**src/rtl/arm_mem_pkg.sv**
```systemverilog
// Shared types and defaults for the IF/MEM single-port SRAM arbiter.
package arm_mem_pkg;

   localparam int WAIT_CYCLES_DEF = 4;
   localparam int DATA_BASE_DEF   = 1024;
   localparam int CNT_W           = 4;

   typedef enum logic [1:0] {
      IDLE,
      ACCESS,
      DONE
   } state_t;

   typedef enum logic {
      OWN_IF,
      OWN_MEM
   } owner_t;

endpackage

```
**src/rtl/arb_wait_counter.sv**
```systemverilog
// Wait-state down-counter: load on grant, decrement during the access, zero flag ends it.
module arb_wait_counter
   import arm_mem_pkg::*;
#(
   parameter int W = CNT_W
) (
   input  logic         clk,
   input  logic         rst_n,
   input  logic         i_load,
   input  logic [W-1:0] i_load_val,
   input  logic         i_dec,
   output logic         o_zero
);

   logic [W-1:0] r_cnt;

   always_ff @(posedge clk or negedge rst_n) begin
      if (!rst_n)
         r_cnt <= '0;
      else if (i_load)
         r_cnt <= i_load_val;
      else if (i_dec && (r_cnt != '0))
         r_cnt <= r_cnt - 1'b1;
   end

   assign o_zero = (r_cnt == '0);

endmodule

```
**src/rtl/mem_arbiter.sv**
```systemverilog
// Arbitrates one fixed-latency SRAM between instruction fetch and load/store, MEM first.
// Optional stall counters are built when MEM_ARB_PERF_EN is defined.
module mem_arbiter
   import arm_mem_pkg::*;
#(
   parameter int ADDR_W      = 32,
   parameter int DATA_W      = 32,
   parameter int SRAM_AW     = 16,
   parameter int WAIT_CYCLES = WAIT_CYCLES_DEF,
   parameter int DATA_BASE   = DATA_BASE_DEF
) (
   input  logic               clk,
   input  logic               rst,
   input  logic               if_req,
   input  logic [ADDR_W-1:0]  if_addr,
   output logic [DATA_W-1:0]  if_rdata,
   output logic               if_ready,
   output logic               if_freeze,
   input  logic               mem_r_en,
   input  logic               mem_w_en,
   input  logic [ADDR_W-1:0]  mem_addr,
   input  logic [DATA_W-1:0]  mem_wdata,
   output logic [DATA_W-1:0]  mem_rdata,
   output logic               mem_ready,
   output logic               mem_freeze,
   output logic [SRAM_AW-1:0] sram_addr,
   output logic [DATA_W-1:0]  sram_wdata,
   input  logic [DATA_W-1:0]  sram_rdata,
   output logic               sram_we,
   output logic               sram_oe
`ifdef MEM_ARB_PERF_EN
  ,output logic [31:0]        perf_if_stall,
   output logic [31:0]        perf_mem_stall
`endif
);

   state_t             r_state, w_next;
   owner_t             r_owner;
   logic               r_we;
   logic [SRAM_AW-1:0] r_addr;
   logic [DATA_W-1:0]  r_wdata;
   logic [ADDR_W-1:0]  r_if_addr;
   logic [DATA_W-1:0]  r_if_rdata, r_mem_rdata;
   logic               w_grant, w_cnt_zero, w_mem_req, w_access, w_done;
   logic [ADDR_W-1:0]  w_mem_off;
   logic               w_unused;

   assign w_mem_req = mem_r_en | mem_w_en;
   assign w_mem_off = mem_addr - ADDR_W'(DATA_BASE);
   assign w_unused  = ^{w_mem_off[ADDR_W-1:SRAM_AW+2], w_mem_off[1:0]};
   assign w_access  = (r_state == ACCESS);
   assign w_done    = (r_state == DONE);

   arb_wait_counter #(.W(CNT_W)) u_wait (
      .clk        (clk),
      .rst_n      (rst),
      .i_load     (w_grant),
      .i_load_val (CNT_W'(WAIT_CYCLES - 1)),
      .i_dec      (w_access),
      .o_zero     (w_cnt_zero)
   );

   always_ff @(posedge clk or negedge rst) begin
      if (!rst)
         r_state <= IDLE;
      else
         r_state <= w_next;
   end

   // Grants only from IDLE, so DONE always leaves one dead cycle before the next access.
   always_comb begin
      w_next  = r_state;
      w_grant = 1'b0;
      case (r_state)
         IDLE: begin
            if (w_mem_req || if_req) begin
               w_grant = 1'b1;
               w_next  = ACCESS;
            end
         end
         ACCESS: if (w_cnt_zero) w_next = DONE;
         DONE:   w_next = IDLE;
         default: w_next = IDLE;
      endcase
   end

   always_ff @(posedge clk or negedge rst) begin
      if (!rst) begin
         r_owner     <= OWN_IF;
         r_we        <= 1'b0;
         r_addr      <= '0;
         r_wdata     <= '0;
         r_if_addr   <= '0;
         r_if_rdata  <= '0;
         r_mem_rdata <= '0;
      end else begin
         if (w_grant) begin
            if (w_mem_req) begin
               r_owner <= OWN_MEM;
               r_we    <= mem_w_en;
               r_addr  <= w_mem_off[SRAM_AW+1:2];
               r_wdata <= mem_wdata;
            end else begin
               r_owner   <= OWN_IF;
               r_we      <= 1'b0;
               r_addr    <= if_addr[SRAM_AW+1:2];
               r_wdata   <= '0;
               r_if_addr <= if_addr;
            end
         end
         if (w_access && w_cnt_zero && !r_we) begin
            if (r_owner == OWN_MEM)
               r_mem_rdata <= sram_rdata;
            else
               r_if_rdata  <= sram_rdata;
         end
      end
   end

   assign sram_addr  = r_addr;
   assign sram_wdata = r_wdata;
   assign sram_we    = w_access & r_we;
   assign sram_oe    = w_access & ~r_we;
   assign if_rdata   = r_if_rdata;
   assign mem_rdata  = r_mem_rdata;
   assign mem_ready  = w_done & (r_owner == OWN_MEM);
   // A flushed or redirected fetch completes silently so the stale word is never handed back.
   assign if_ready   = w_done & (r_owner == OWN_IF) & if_req & (if_addr == r_if_addr);
   assign mem_freeze = w_mem_req & ~mem_ready;
   assign if_freeze  = (if_req & ~if_ready) | mem_freeze;

`ifdef MEM_ARB_PERF_EN
   logic [31:0] r_perf_if, r_perf_mem;

   always_ff @(posedge clk or negedge rst) begin
      if (!rst) begin
         r_perf_if  <= '0;
         r_perf_mem <= '0;
      end else begin
         if (if_freeze && (r_perf_if != '1))   r_perf_if  <= r_perf_if + 1'b1;
         if (mem_freeze && (r_perf_mem != '1)) r_perf_mem <= r_perf_mem + 1'b1;
      end
   end

   assign perf_if_stall  = r_perf_if;
   assign perf_mem_stall = r_perf_mem;
`endif

endmodule

```
**config.mk**
```make
export PLATFORM = sky130hd
export DESIGN_NAME = mem_arbiter
export DESIGN_NICKNAME = d
export VERILOG_FILES = /design/src/rtl/arm_mem_pkg.sv /design/src/rtl/arb_wait_counter.sv /design/src/rtl/mem_arbiter.sv
export SDC_FILE = /design/constraint.sdc
export NUM_CORES = 1
export LEC_CHECK = 0
export CAP_MARGIN = 10
export CORE_MARGIN = 10
export CORE_UTILIZATION = 44
export CTS_CLUSTER_SIZE = 8
export DETAILED_ROUTE_END_ITERATION = 16
export PLACE_DENSITY = 0.81
export SYNTH_ARGS = -nofsm -noshare
export SYNTH_HDL_FRONTEND = slang
export SYNTH_SLANG_ARGS = --single-unit
```
**constraint.sdc**
```tcl
create_clock -name clk -period 2.4 [get_ports clk]
set_input_delay 0.24 -clock clk [delete_from_list [all_inputs] [get_ports clk]]
set_output_delay 0.24 -clock clk [all_outputs]
set_load 0.02 [all_outputs]
```
Yosys cells after proc, flatten, opt, wreduce, memory -nomap -nowiden
Index checks and enable logic that the tools add are counted.
Widths: inputs -> output; s select.
- flip-flop bits (word level): 152
- bits in latches: 0
- RAM bits: 0
- ROM bits: 0
- bits of input ports: 133
- output and inout bits: 118
- logic and storage cells: 55
- memories: 0
- add/subtract/negate cells: 2
- $mul: 0
- divide/modulo/power cells: 0
- order comparisons: 0
- eq/ne operators: 5
- shifts and indexed selects: 0
- mux-type cells: 11
- bitwise operators: 15
- reduce and logical (&&, ||, !) cells: 13
- operators by type and width (operator ; number):
    $eq 32x32->1 ; 1
    $mux 32 ; 1
    $sub 18x11->18 const B ; 1
    $mux 16 ; 1
    $and 1x1->1 ; 8
    $mux 4 ; 2
    $reduce_and 2->1 ; 4
    $not 1->1 ; 5
    $logic_not 4->1 ; 1
    $mux 1 ; 4
    $mux 2 ; 2
    $ne 2x2->1 const B ; 2
    $pmux 2 s2 ; 1
    $reduce_bool 4->1 ; 1
    $sub 4x1->4 const B ; 1
    $logic_and 1x1->1 ; 3
    $eq 2x1->1 const B ; 1
    $eq 2x2->1 const B ; 1
    $logic_not 2->1 ; 1
    $or 1x1->1 ; 2
    $reduce_bool 2->1 ; 1
    $logic_not 1->1 ; 1
    $logic_or 1x1->1 ; 1

Logic depth before layout (Yosys ltp)
Gate-level depths: netlist of run 1.
- depth after elaboration: 7
- depth in mapped cells: 8
- mapped depth without buffers: 6

Hierarchy
A second synthesis of run 1 with hierarchy kept.
- cell total of the unflattened synthesis: 516
- area, all modules: 6372.4 µm²
- by module, submodules not included (module ; times used ; cells each ; area each (µm²) ; seq. area each (µm²)):
    mem_arbiter ; 1 ; 489 ; 6102.1 ; 3703.6
    arb_wait_counter ; 1 ; 27 ; 270.3 ; 100.1

Worst setup path before layout of run 1
No wires, ideal clock.
- kind: reg-to-reg
- start point: register u_wait.r_cnt[0]
- end point: register r_if_rdata[10], in the netlist if_rdata[10]
- setup time: 0.125 ns
- arrival: 1.875 ns
- required time: 2.275 ns
- slack: 0.400 ns
- stages on the path, launching flop included: 8
- path buffers: 2
- clock period less this slack: 2.000 ns
- cells stage by stage: dfrtp_1 > inv_1 > ha_1 > or3b_1 > buf_6 > nor4_4 > buf_6 > mux2_4
- word-level cells in the longest chain between the ends: 4
- RTL lines (element ; RTL line ; RTL):
    from (decl) ; arb_wait_counter.sv:15 ; logic [W-1:0] r_cnt;
    from (signal assigned) ; arb_wait_counter.sv:21 ; r_cnt <= i_load_val;
    from (signal assigned) ; arb_wait_counter.sv:23 ; r_cnt <= r_cnt - 1'b1;
    $logic_not 4->1 ; arb_wait_counter.sv:26 ; assign o_zero = (r_cnt == '0);
    $logic_and 1x1->1 (2 in series) ; mem_arbiter.sv:111 ; if (w_access && w_cnt_zero && !r_we) begin
    $reduce_and 2->1 (no source line) ; n/a ;
    to (signal assigned) ; mem_arbiter.sv:115 ; r_if_rdata <= sram_rdata;
    to (decl) ; mem_arbiter.sv:43 ; logic [DATA_W-1:0] r_if_rdata, r_mem_rdata;
No other way between the ends.
A chain may end at the register's enable or synchronous reset.

Worst setup path in the final report of run 1
- start point: register r_state[0]
- end point: output port if_freeze
- word-level cells in the longest chain between the ends: 7
- elaborated cells between the ends (all ways): 10
- those cells by class: 1 x eq/ne; 9 x bitwise
- RTL lines (element ; RTL line ; RTL):
    from (decl) ; mem_arbiter.sv:37 ; state_t r_state, w_next;
    from (signal assigned) ; mem_arbiter.sv:67 ; r_state <= w_next;
    $eq 2x2->1 (*) ; mem_arbiter.sv:52 ; assign w_done = (r_state == DONE);
    $and 1x1->1 (3 in series) ; mem_arbiter.sv:128 ; assign if_ready = w_done & (r_owner == OWN_IF) & if_req & (if_addr == r_if_addr);
    $not 1->1 ; mem_arbiter.sv:130 ; assign if_freeze = (if_req & ~if_ready) | mem_freeze;
    $and 1x1->1 ; mem_arbiter.sv:130 ;
    $or 1x1->1 (*) ; mem_arbiter.sv:130 ;
    to (decl) ; mem_arbiter.sv:18 ; output logic if_freeze,
Mark *: on every way between the ends. The rest lies on a longest branch, timed or not.

==> results by group, run 1 <==
Global routing
  – Largest net degree at the start of global routing: 63
  – First-pass GRT wire length: 30.13 mm
  – GRT Residual Overflow: 0
  – Initial antenna violation count: 0
  – Vias in the first global route: 5392
  – Overall Global Routing Usage: 0.1894

Final layout
  – Area Growth Syn to Fin: 52.62%
  – Design area: 9867 um^2
  – Fill cells: 1042
  – Most frequent cells in the layout: 231 x clkdlybuf4s50_1, 152 x dfrtp_1, 116 x nand2_1
  – Ant. Diodes: 0
  – Commonest non-fill, non-tap cell in the layout: clkdlybuf4s50_1
  – Nets: 900
  – Layout cells sized above 1: 0.1710

STA
  – Final setup violating endpoints: 0
  – Fin crit period: 2.395 ns
  – Period utilization: 0.9980
  – RSZ-0062 raised after global routing: yes
  – Max Fclk: 417.5 MHz
  – Max-slew violations: 0
  – Setup_tns: 0 ns
  – Slew @ Worst Pin: 0.6700 ns
  – Slew HR: 0.5534
  – Clk_skew: 0.007354 ns
  – Final Hold Violating Endpoints: 0

Worst setup path
  – CP Capture Type: output port
  – CP Cell Sequence: nor4bb_1, buf_4, nor4bb_4, nand4_1, o41a_1, buf_6
  – Reg2Reg Launch Point: u_wait.r_cnt[0]$_DFFE_PN0P_
  – Slowest CP cell: o41a_1
  – CP arrival: 2.16 ns
  – Critical Path Source Type: register
  – R2R Setup Slk: 0.24 ns
  – Worst setup path startpoint: r_state[0]$_DFFE_PN0P_
  – Critical path's largest stage delay: 0.40 ns
  – Critical path peak fanout: 2
  – Required @ worst endpoint: 2.16 ns
  – RR Endpoint: if_rdata[22]$_DFFE_PN0P_
  – R2r worst-path depth: 6
  – WS Path Type: reg2out
  – Critical Path End: if_freeze

Drt
  – Drt drc: 0
  – Drt via density: 5.132
  – Routed vias: 4937
  – WL final: 19.17 mm
  – ANT nets after route: 0
  – Wire length per cell: 19.93 um
  – Drt first pass iters: 4
  – Initial DRC count: 262

Clocking
  – # clock sinks: 152
  – Buffer depth of the longest clock path: 2
  – Root Driver: clkbuf_16
  – CTS buffer count: 17
  – Clock Latency Late Sink: 0.41 ns
  – CTS tree: done
  – H-tree depth: 4
  – Clock slew at reported path FFs: 0.06 ns

Die
  – Die span in x: 141.2 um
  – Die height: 141.2 um
  – Core Area: 14480 um^2
  – Initial core utilization: 0.4465
  – Num ports: 251
  – FP Rows: 44
  – Die area: 19940 um^2

Synthesis
  – Seq/Total Area, Yosys: 0.5883
  – Synth Warn #: 0
  – Top cells by area, synth: dfrtp_1 59%, mux2_4 12%, nand2_1 6.7%
  – Top-area cell type share of the netlist area: 0.5883
  – Synthesized cell area: 6465 um^2
  – Syn Nets: 642
  – Cell variety after synth: 41
  – Mean area per synthesized cell: 12.75 um^2
  – Gate Count Post-Synth: 507
  – #FFs+latches synth: 152
  – Post-synth ARST share: 1.000
  – Number of synthesized flops with an enable pin: 0
  – Synth area leader: dfrtp_1
  – Top FF cell, synth: dfrtp_1

Pwr
  – Internal: 0.008960 W
  – Switching power: 0.004776 W
  – Gate power share: 0.464
  – Pwr dens: 1392 nW/um^2
  – Clock network power share: 0.203
  – Leak pwr: 4.513 nW
  – Sw Share: 0.3477
  – Seq pwr share: 0.334
  – Peak VDD IR: 0.0007885 V

Hold path
  – HP Class: in2async

Run
  – Max Cap Viol: 0

Place
  – Half-perimeter wire length after placement: 14.49 mm
  – Port Buffer Count: 234
  – Placed inst area: 9195 um^2
  – Final Wtd Congestion: 0.8523

Run status
  – Outcome: complete, no violations
## metrics by stage
stage            util  std cells  worst slack, ns  hold WS (ns)  power, W
2_1_floorplan       -        507           0.4004      -0.05559  0.007870
3_3_place_gp   0.6351        928          -0.3114        0.2137   0.01075
3_5_place_dp   0.6351        928          -0.2896        0.2294   0.01098
4_1_cts        0.6795        961         0.005562        0.3962   0.01384
5_1_grt        0.6815        962         -0.05895        0.4199   0.01445
6_report       0.6815        962         0.004821        0.3936   0.01374
## registers in the layout, indices dropped and copies added (netlist names)
signal and flops:
if_rdata 32, mem_rdata 32, r_if_addr 32, sram_wdata 32, sram_addr 16, u_wait.r_cnt 4, r_state 2, r_owner 1
r_we 1
## routing by layer
metal,track usage,vias to the layer above,part of all wire
met5,0,-,0
met4,0.05815,0,0.018
met3,0.07155,29,0.091
met2,0.3038,204,0.48
met1,0.2312,2427,0.41
li1,-,2277,-
## critical path, delay by kind of cell (launching register included)
family | cells | cell delay (ns)
DFF | 1 | 0.38
AOI/OAI and AO/OA | 1 | 0.40
buffers and inverters | 2 | 0.31
and+or+nand+nor | 3 | 0.65
## cell usage after synthesis (2+ instances only)
cell type,number
dfrtp_1,152
nand3_1,5
mux2_4,50
and2_1,3
xor2_1,31
nor3_1,2
nor2_1,10
a22o_1,32
inv_1,5
a221o_1,3
o21ai_1,2
nor4bb_1,2
o211ai_1,3
nand2_1,116
ha_1,2
nand4_1,2
buf_6,7
nor4_1,13
clkbuf_1,15
mux2_1,2
mux2_2,13
a22oi_1,10
xnor2_1,9
## worst min path at each step
stage	depth (start not counted)	startpoint	slack (ns)	to
2_1_floorplan	0	rst	-0.06	if_rdata[0]$_DFFE_PN0P_
3_3_place_gp	1	rst	0.21	sram_wdata[1]$_DFFE_PN0P_
3_5_place_dp	1	rst	0.23	sram_wdata[6]$_DFFE_PN0P_
4_1_cts	2	rst	0.40	sram_wdata[1]$_DFFE_PN0P_
5_1_grt	3	if_addr[28]	0.42	r_if_addr[28]$_DFFE_PN0P_
6_report	2	rst	0.39	sram_wdata[8]$_DFFE_PN0P_
## logic make-up after synthesis
| logic type | count (synthesis) | synth area share |
|---|---|---|
| buf+inv | 28 | 0.02458 |
| fa+ha+maj | 2 | 0.003870 |
| flops | 152 | 0.5883 |
| xor+xnor | 40 | 0.05419 |
| mux | 65 | 0.1422 |
| simple gates | 165 | 0.1150 |
| compound gates | 55 | 0.07180 |
## layout make-up
type	count	area [um^2]	share of cell area
flip-flops and latches	152	3804	0.3855
repair buffers	262	2640	0.2676
multi-input cells	327	2546	0.2581
clock buffers	25	515.5	0.05224
well taps	184	230.2	0.02333
clock inverters	7	112.6	0.01141
inverters	5	18.77	0.001902
## power groups by stage
stage	clock network, W	logic (W)	registers [W]
2_1_floorplan	0	0.00222	0.00565
3_3_place_gp	0	0.00623	0.00452
3_5_place_dp	0	0.00637	0.00461
4_1_cts	0.00283	0.00642	0.00459
5_1_grt	0.00295	0.00678	0.00472
6_report	0.00278	0.00637	0.00458
## timing repair
item / in CTS / in global routing
hold buffers: 1 / 0
hold endpoints to repair: 50 / 0
gates resized for setup: 10 / 8
buffers inserted: 0 / 1
pin swaps: 1 / 4
setup endpoints to repair: 3 / 2
Note: power is estimated with default switching activity, not from simulation.
==> run 2, diff against run 1 <==
--- a/config.mk
+++ b/config.mk
@@ -13,4 +13,5 @@
 export PLACE_DENSITY = 0.81
 export SYNTH_ARGS = -nofsm -noshare
 export SYNTH_HDL_FRONTEND = slang
+export SYNTH_HIERARCHICAL = 1
 export SYNTH_SLANG_ARGS = --single-unit
==> constraint.sdc (replaced) <==
create_clock -name clk -period 2.5 [get_ports clk]
set_input_delay 0.25 -clock clk [delete_from_list [all_inputs] [get_ports clk]]
set_output_delay 0.25 -clock clk [all_outputs]
set_load 0.02 [all_outputs]
==> results by group, run 2 <==
Run status
  – Outcome: complete, no violations

Pwr
  – Sw Share: 0.3660 (+0.01830)
  – Gate power share: 0.459 (-0.005)
  – Clock network power share: 0.193 (-0.010)
  – Internal: 0.008139 W (-9.2%)
  – Peak VDD IR: 0.0005209 V (-34%)
  – Switching power: 0.004698 W (-1.6%)
  – Seq pwr share: 0.348 (+0.014)
  – Leak pwr: 4.261 nW (-5.6%)
  – Pwr dens: 1334 nW/um^2 (-4.2%)

Die
  – Core Area: 14040 um^2 (-3.0%)
  – Die height: 140.3 um (-0.62%)
  – Die span in x: 140.3 um (-0.62%)
  – Initial core utilization: 0.4538 (+0.007291)
  – Num ports: 251 (unchanged)
  – Die area: 19700 um^2 (-1.2%)
  – FP Rows: 43 (-2.3%)

Worst setup path
  – CP Capture Type: output port
  – Critical Path Source Type: register
  – Reg2Reg Launch Point: u_wait/r_cnt[0]$_DFFE_PN0P_
  – Worst setup path startpoint: r_if_addr[1]$_DFFE_PN0P_
  – Critical path peak fanout: 2 (unchanged)
  – Critical Path End: if_freeze
  – RR Endpoint: if_rdata[14]$_DFFE_PN0P_
  – R2R Setup Slk: 0.38 ns (+0.14 ns)
  – CP arrival: 2.11 ns (-0.05 ns)
  – WS Path Type: reg2out
  – R2r worst-path depth: 7 (+1)
  – Required @ worst endpoint: 2.25 ns (+0.09 ns)

Global routing
  – Vias in the first global route: 5473 (+1.5%)
  – Largest net degree at the start of global routing: 61 (-3.2%)
  – Initial antenna violation count: 0 (unchanged)
  – First-pass GRT wire length: 30.00 mm (-0.41%)
  – Overall Global Routing Usage: 0.1906 (+0.001192)
  – GRT Residual Overflow: 0 (unchanged)

Final layout
  – Ant. Diodes: 0 (unchanged)
  – Fill cells: 1002 (-3.8%)
  – Commonest non-fill, non-tap cell in the layout: clkdlybuf4s50_1
  – Layout cells sized above 1: 0.1293 (-0.04163)
  – Reg area: 3804 um^2 (unchanged)
  – Area Growth Syn to Fin: 51.03%
  – Final cell count without fillers: 961 (-0.10%)
  – Most frequent cells in the layout: 231 x clkdlybuf4s50_1, 152 x dfrtp_1, 116 x nand2_1
  – Nets: 904 (+0.44%)
  – Design area: 9624 um^2 (-2.5%)
  – Multi-input logic area: 2440 um^2 (-4.2%)

STA
  – Final Hold Violating Endpoints: 0 (unchanged)
  – Clk_skew: 0.007380 ns (+0.00002568 ns)
  – Period utilization: 0.9453
  – Max Fclk: 423.1 MHz
  – Max-slew violations: 0 (unchanged)
  – Setup_tns: 0 ns (unchanged)
  – Fin crit period: 2.363 ns
  – Slew HR: 0.6199 (+0.06650)
  – Slew @ Worst Pin: 0.5702 ns (-0.09974 ns)
  – Final setup violating endpoints: 0 (unchanged)
  – Final worst setup slack: 0.1366 ns (+0.1318 ns)
  – RSZ-0062 raised after global routing: no

Synthesis
  – Cell variety after synth: 51 (+24%)
  – Top-area cell type share of the netlist area: 0.5969 (+0.008549)
  – Most common cell in the synthesized netlist: dfrtp_1
  – Seq/Total Area, Yosys: 0.5969 (+0.008549)
  – Number of synthesized flops with an enable pin: 0 (unchanged)
  – Synth Warn #: 6 (+6)
  – Post-synth ARST share: 1.000 (unchanged)
  – Top FF cell, synth: dfrtp_1
  – Mean area per synthesized cell: 12.35 um^2 (-3.2%)
  – #FFs+latches synth: 152 (unchanged)
  – Gate Count Post-Synth: 516 (+1.8%)
  – Synth area leader: dfrtp_1
  – Top cells by area, synth: dfrtp_1 60%, nand2_1 6.8%, mux2_2 5.8%
  – Commonest cells in the netlist: 152 x dfrtp_1, 116 x nand2_1, 33 x mux2_2
  – Synthesized cell area: 6372 um^2 (-1.4%)

Clocking
  – CTS buffer count: 17 (unchanged)
  – H-tree depth: 4 (unchanged)
  – Clock slew at reported path FFs: 0.06 ns (about the same)
  – Root Driver: clkbuf_16
  – Clock Latency Late Sink: 0.42 ns (about the same)
  – # clock sinks: 152 (unchanged)
  – Buffer depth of the longest clock path: 2 (unchanged)
  – CTS tree: done

Run
  – Max Cap Viol: 0 (unchanged)

Drt
  – WL final: 18.84 mm (-1.7%)
  – Drt drc: 0 (unchanged)
  – Initial DRC count: 282 (+7.6%)
  – Wire length per cell: 19.60 um (-1.6%)
  – Routed vias: 4963 (+0.53%)
  – ANT nets after route: 0 (unchanged)
  – Drt via density: 5.164 (+0.63%)
  – Drt first pass iters: 4 (unchanged)

Place
  – Placed inst area: 9036 um^2 (-1.7%)
  – Half-perimeter wire length after placement: 14.19 mm (-2.0%)
  – Pre-CTS WS: -0.2233 ns (+0.06630 ns)
  – Port Buffer Count: 234 (unchanged)
  – Final Wtd Congestion: 0.8750 (+2.7%)
  – Dpl cells: 929 (+0.11%)

Hold path
  – HP Class: in2async
==> run 2: cell count changes after synthesis, sizes merged, moves of 2 or more <==
cell / delta
buf: +8
clkbuf: -8
inv: +3
nor3b: +3
o21ai: +3
xnor2: -3
and4bb: +2
conb: +2
nor4bb: -2
==> run 2: worst min-delay path by stage <==
stage	startpoint	slack [ns]	to	cells past startpoint
after floorplan	rst	-0.05	if_rdata[0]$_DFFE_PN0P_	0
after global placement	rst	0.25	mem_rdata[22]$_DFFE_PN0P_	1
after detailed placement	rst	0.27	mem_rdata[5]$_DFFE_PN0P_	1
after CTS	rst	0.40	mem_rdata[10]$_DFFE_PN0P_	2
after global routing	rst	0.41	mem_rdata[5]$_DFFE_PN0P_	2
final	rst	0.38	mem_rdata[5]$_DFFE_PN0P_	2
==> run 2: critical path: stages, from the launching register on <==
cell and delay (ns):
dfrtp_1 0.39, xor2_1 0.18, nor4_2 0.28, buf_4 0.17
nand3b_1 0.07, o41a_1 0.43, buf_2 0.17
==> run 2: layout make-up <==
class	count	share of cell area
multi-input combinational	335	0.2535
clock buffer	19	0.04602
timing repair buffer	255	0.2656
sequential	152	0.3952
inverter	8	0.003120
tap	180	0.02340
clock inverter	12	0.01313
==> run 2: repair_timing <==
action / CTS / global route
resized for setup: 5 / 6
setup endpoints to repair: 2 / 2
hold buffers: 1 / 0
pin swaps: 1 / 1
gates cloned: 0 / 0
buffers inserted: 0 / 0
hold endpoints to repair: 57 / 0
==> run 2: cells by family (layout without fill, tap and decap cells) <==
group,count (synthesis),after routing,synth area share
AND/OR/NAND/NOR,165,165,0.1249
adder cells (fa/ha/maj),2,2,0.003926
AO/OA/AOI/OAI,62,62,0.08089
XOR/XNOR,37,37,0.05085
buffers and inverters,31,294,0.02651
other,2,4,0.001179
multiplexers,65,65,0.1149
flip-flops,152,152,0.5969
==> run 2: through the flow <==
step / total power, W / util / hold WS, ns
finish: 0.01284 / 0.6854 / 0.3795
global route: 0.01360 / 0.6854 / 0.4091
CTS: 0.01298 / 0.6852 / 0.3962
detailed placement: 0.01043 / 0.6435 / 0.2705
global placement: 0.01019 / 0.6435 / 0.2537
floorplan: 0.007450 / - / -0.04559
==> run 2: power groups by stage <==
stage	sequential, W	combinational [W]	clock (W)
floorplan	0.00547	0.00198	0
global placement	0.00441	0.00579	0
detailed placement	0.00448	0.00595	0
CTS	0.00447	0.00599	0.00253
global route	0.00460	0.00635	0.00265
finish	0.00446	0.00590	0.00248
==> run 2: per-layer routing <==
metal	share of wire	track usage	vias to the layer above
met3	0.097	0.07539	26
met4	0.018	0.06630	0
met1	0.41	0.2268	2415
met2	0.48	0.3067	224
li1	-	-	2298
met5	0	0	-
==> run 3, diff against run 2 <==
--- a/config.mk
+++ b/config.mk
@@ -6,10 +6,12 @@
 export NUM_CORES = 1
 export LEC_CHECK = 0
 export CAP_MARGIN = 10
+export CORE_ASPECT_RATIO = 0.9
 export CORE_MARGIN = 10
 export CORE_UTILIZATION = 44
 export CTS_CLUSTER_SIZE = 8
 export DETAILED_ROUTE_END_ITERATION = 16
+export HOLD_SLACK_MARGIN = 0.15
 export PLACE_DENSITY = 0.81
 export SYNTH_ARGS = -nofsm -noshare
 export SYNTH_HDL_FRONTEND = slang
==> results by group, run 3 (same netlist as run 2, synthesis figures left out) <==
Run status
  – Outcome: complete, no violations

Drt
  – Wire length per cell: 19.78 um (+0.88%)
  – Initial DRC count: 262 (-7.1%)
  – Drt via density: 5.174 (+0.20%)
  – Drt first pass iters: 4 (unchanged)
  – Routed vias: 5071 (+2.2%)
  – WL final: 19.38 mm (+2.9%)
  – ANT nets after route: 0 (unchanged)
  – Drt drc: 0 (unchanged)

Final layout
  – Final cell count without fillers: 980 (+2.0%)
  – Design area: 9674 um^2 (+0.52%)
  – Fill cells: 1036 (+3.4%)
  – Most frequent cells in the layout: 231 x clkdlybuf4s50_1, 152 x dfrtp_1, 116 x nand2_1
  – Commonest non-fill, non-tap cell in the layout: clkdlybuf4s50_1
  – Ant. Diodes: 0 (unchanged)
  – Layout cells sized above 1: 0.1309 (+0.001555)
  – Area Growth Syn to Fin: 51.82%
  – Nets: 909 (+0.55%)

Clocking
  – Buffer depth of the longest clock path: 2 (unchanged)
  – H-tree depth: 4 (unchanged)
  – CTS buffer count: 17 (unchanged)
  – Clock Latency Late Sink: 0.42 ns (about the same)
  – # clock sinks: 152 (unchanged)
  – CTS tree: done
  – Root Driver: clkbuf_16
  – Clock slew at reported path FFs: 0.07 ns (about the same)

Worst setup path
  – CP arrival: 2.12 ns (about the same)
  – Required @ worst endpoint: 2.25 ns (about the same)
  – Sum of buffers and inverters on the critical path: 2 (unchanged)
  – Largest delay share family, worst path: compound AO/OA/AOI/OAI gates
  – Critical path peak fanout: 2 (unchanged)
  – CP Capture Type: output port
  – CP Cell Sequence: xor2_1, nor4_1, buf_4, nand3b_1, o41a_1, buf_2
  – Critical path's largest stage delay: 0.43 ns (about the same)
  – Critical Path Source Type: register
  – Slowest CP cell: o41a_1
  – WS Path Type: reg2out

Pwr
  – Pwr Total: 0.01295 W (+0.88%)
  – Pwr dens: 1339 nW/um^2 (+0.36%)
  – Peak VDD IR: 0.0007788 V (+50%)
  – Leak pwr: 4.284 nW (+0.54%)

Place
  – Dpl cells: 947 (+1.9%)
  – Port Buffer Count: 234 (unchanged)
  – Half-perimeter wire length after placement: 14.74 mm (+3.8%)
  – Final Wtd Congestion: 0.8812 (+0.71%)
  – Placed inst area: 9077 um^2 (+0.46%)

Global routing
  – Overall Global Routing Usage: 0.1974 (+0.006830)
  – GRT Residual Overflow: 0 (unchanged)
  – First-pass GRT wire length: 31.14 mm (+3.8%)
  – Vias in the first global route: 5509 (+0.66%)
  – Largest net degree at the start of global routing: 62 (+1.6%)
  – Initial antenna violation count: 0 (unchanged)

Run
  – Max Cap Viol: 0 (unchanged)

Die
  – Core Area: 14110 um^2 (+0.46%)
  – Initial core utilization: 0.4517 (-0.002093)
  – Die height: 134.2 um (-4.4%)
  – FP Rows: 41 (-4.7%)
  – Num ports: 251 (unchanged)
  – Die span in x: 146.9 um (+4.6%)
  – Die area: 19700 um^2 (about the same)

STA
  – Max Fclk: 421.1 MHz (-0.47%)
  – Slew @ Worst Pin: 0.5126 ns (-0.05762 ns)
  – Fin crit period: 2.375 ns (+0.01117 ns)
  – RSZ-0062 raised after global routing: no
  – Final setup violating endpoints: 0 (unchanged)
  – Period utilization: 0.9498 (+0.004469)
  – Max-slew violations: 0 (unchanged)
  – Final Hold Violating Endpoints: 0 (unchanged)
  – Clk_skew: 0.008997 ns (+0.001617 ns)
  – Setup_tns: 0 ns (unchanged)
  – Slew HR: 0.6583 (+0.03842)

Hold path
  – HP Class: in2async
[run 3: through the flow]
step / hold WS, ns / worst slack [ns] / utilization
after detailed placement: 0.2458 / -0.1415 / 0.6435
after global routing: 0.3977 / 0.006442 / 0.6858
after global placement: 0.2344 / -0.1490 / 0.6435
after CTS: 0.3607 / 0.03524 / 0.6865
final: 0.3555 / 0.1255 / 0.6858
after floorplan: -0.04559 / 0.6046 / -
[run 3: where the power goes]
part           total (W)  switching [W]  internal (W)
clock network    0.00258        0.00104       0.00154
registers        0.00450       0.000807       0.00369
logic            0.00587        0.00293       0.00294
total             0.0129        0.00478       0.00817
[run 3: timing repair]
action | CTS | global route
pin swaps | 0 | 1
gates cloned | 0 | 0
hold buffers | 1 | 0
hold endpoints to repair | 51 | 0
setup buffers | 0 | 0
setup endpoints to repair | 2 | 2
resized for setup | 4 | 4
[run 3: path summary, 6_finish.rpt]
| path | from | end | slack (ns) | cells after the start |
|---|---|---|---|---|
| max | r_if_addr[1]$_DFFE_PN0P_ | if_freeze | 0.13 | 6 |
| min | rst | if_rdata[5]$_DFFE_PN0P_ | 0.36 | 2 |
| max reg2reg | u_wait/r_cnt[0]$_DFFE_PN0P_ | if_rdata[20]$_DFFE_PN0P_ | 0.35 | 7 |
| min reg2reg | if_rdata[3]$_DFFE_PN0P_ | if_rdata[3]$_DFFE_PN0P_ | 0.48 | 1 |
| max in group asynchronous | rst | if_rdata[24]$_DFFE_PN0P_ | 1.43 | 3 |
| min in group clk | if_addr[23] | r_if_addr[23]$_DFFE_PN0P_ | 0.41 | 3 |
[run 3: area by class of cell]
class	count	area, um^2	share of cell area
Clock inverter	11	136.4	0.01410
Multi-Input combinational cell	335	2421	0.2503
Sequential cell	152	3804	0.3932
Tap cell	193	241.5	0.02496
Inverter	8	30.03	0.003104
Clock buffer	21	460.4	0.04759
Timing Repair Buffer	260	2581	0.2668
[run 3: per-layer routing]
layer / vias to the layer above / global-route usage / wire length (um)
met4: 0 / 0.05889 / 287
met1: 2512 / 0.2460 / 8288
met5: - / 0 / 0
met2: 220 / 0.3188 / 9180
li1: 2315 / - / -
met3: 24 / 0.06658 / 1623
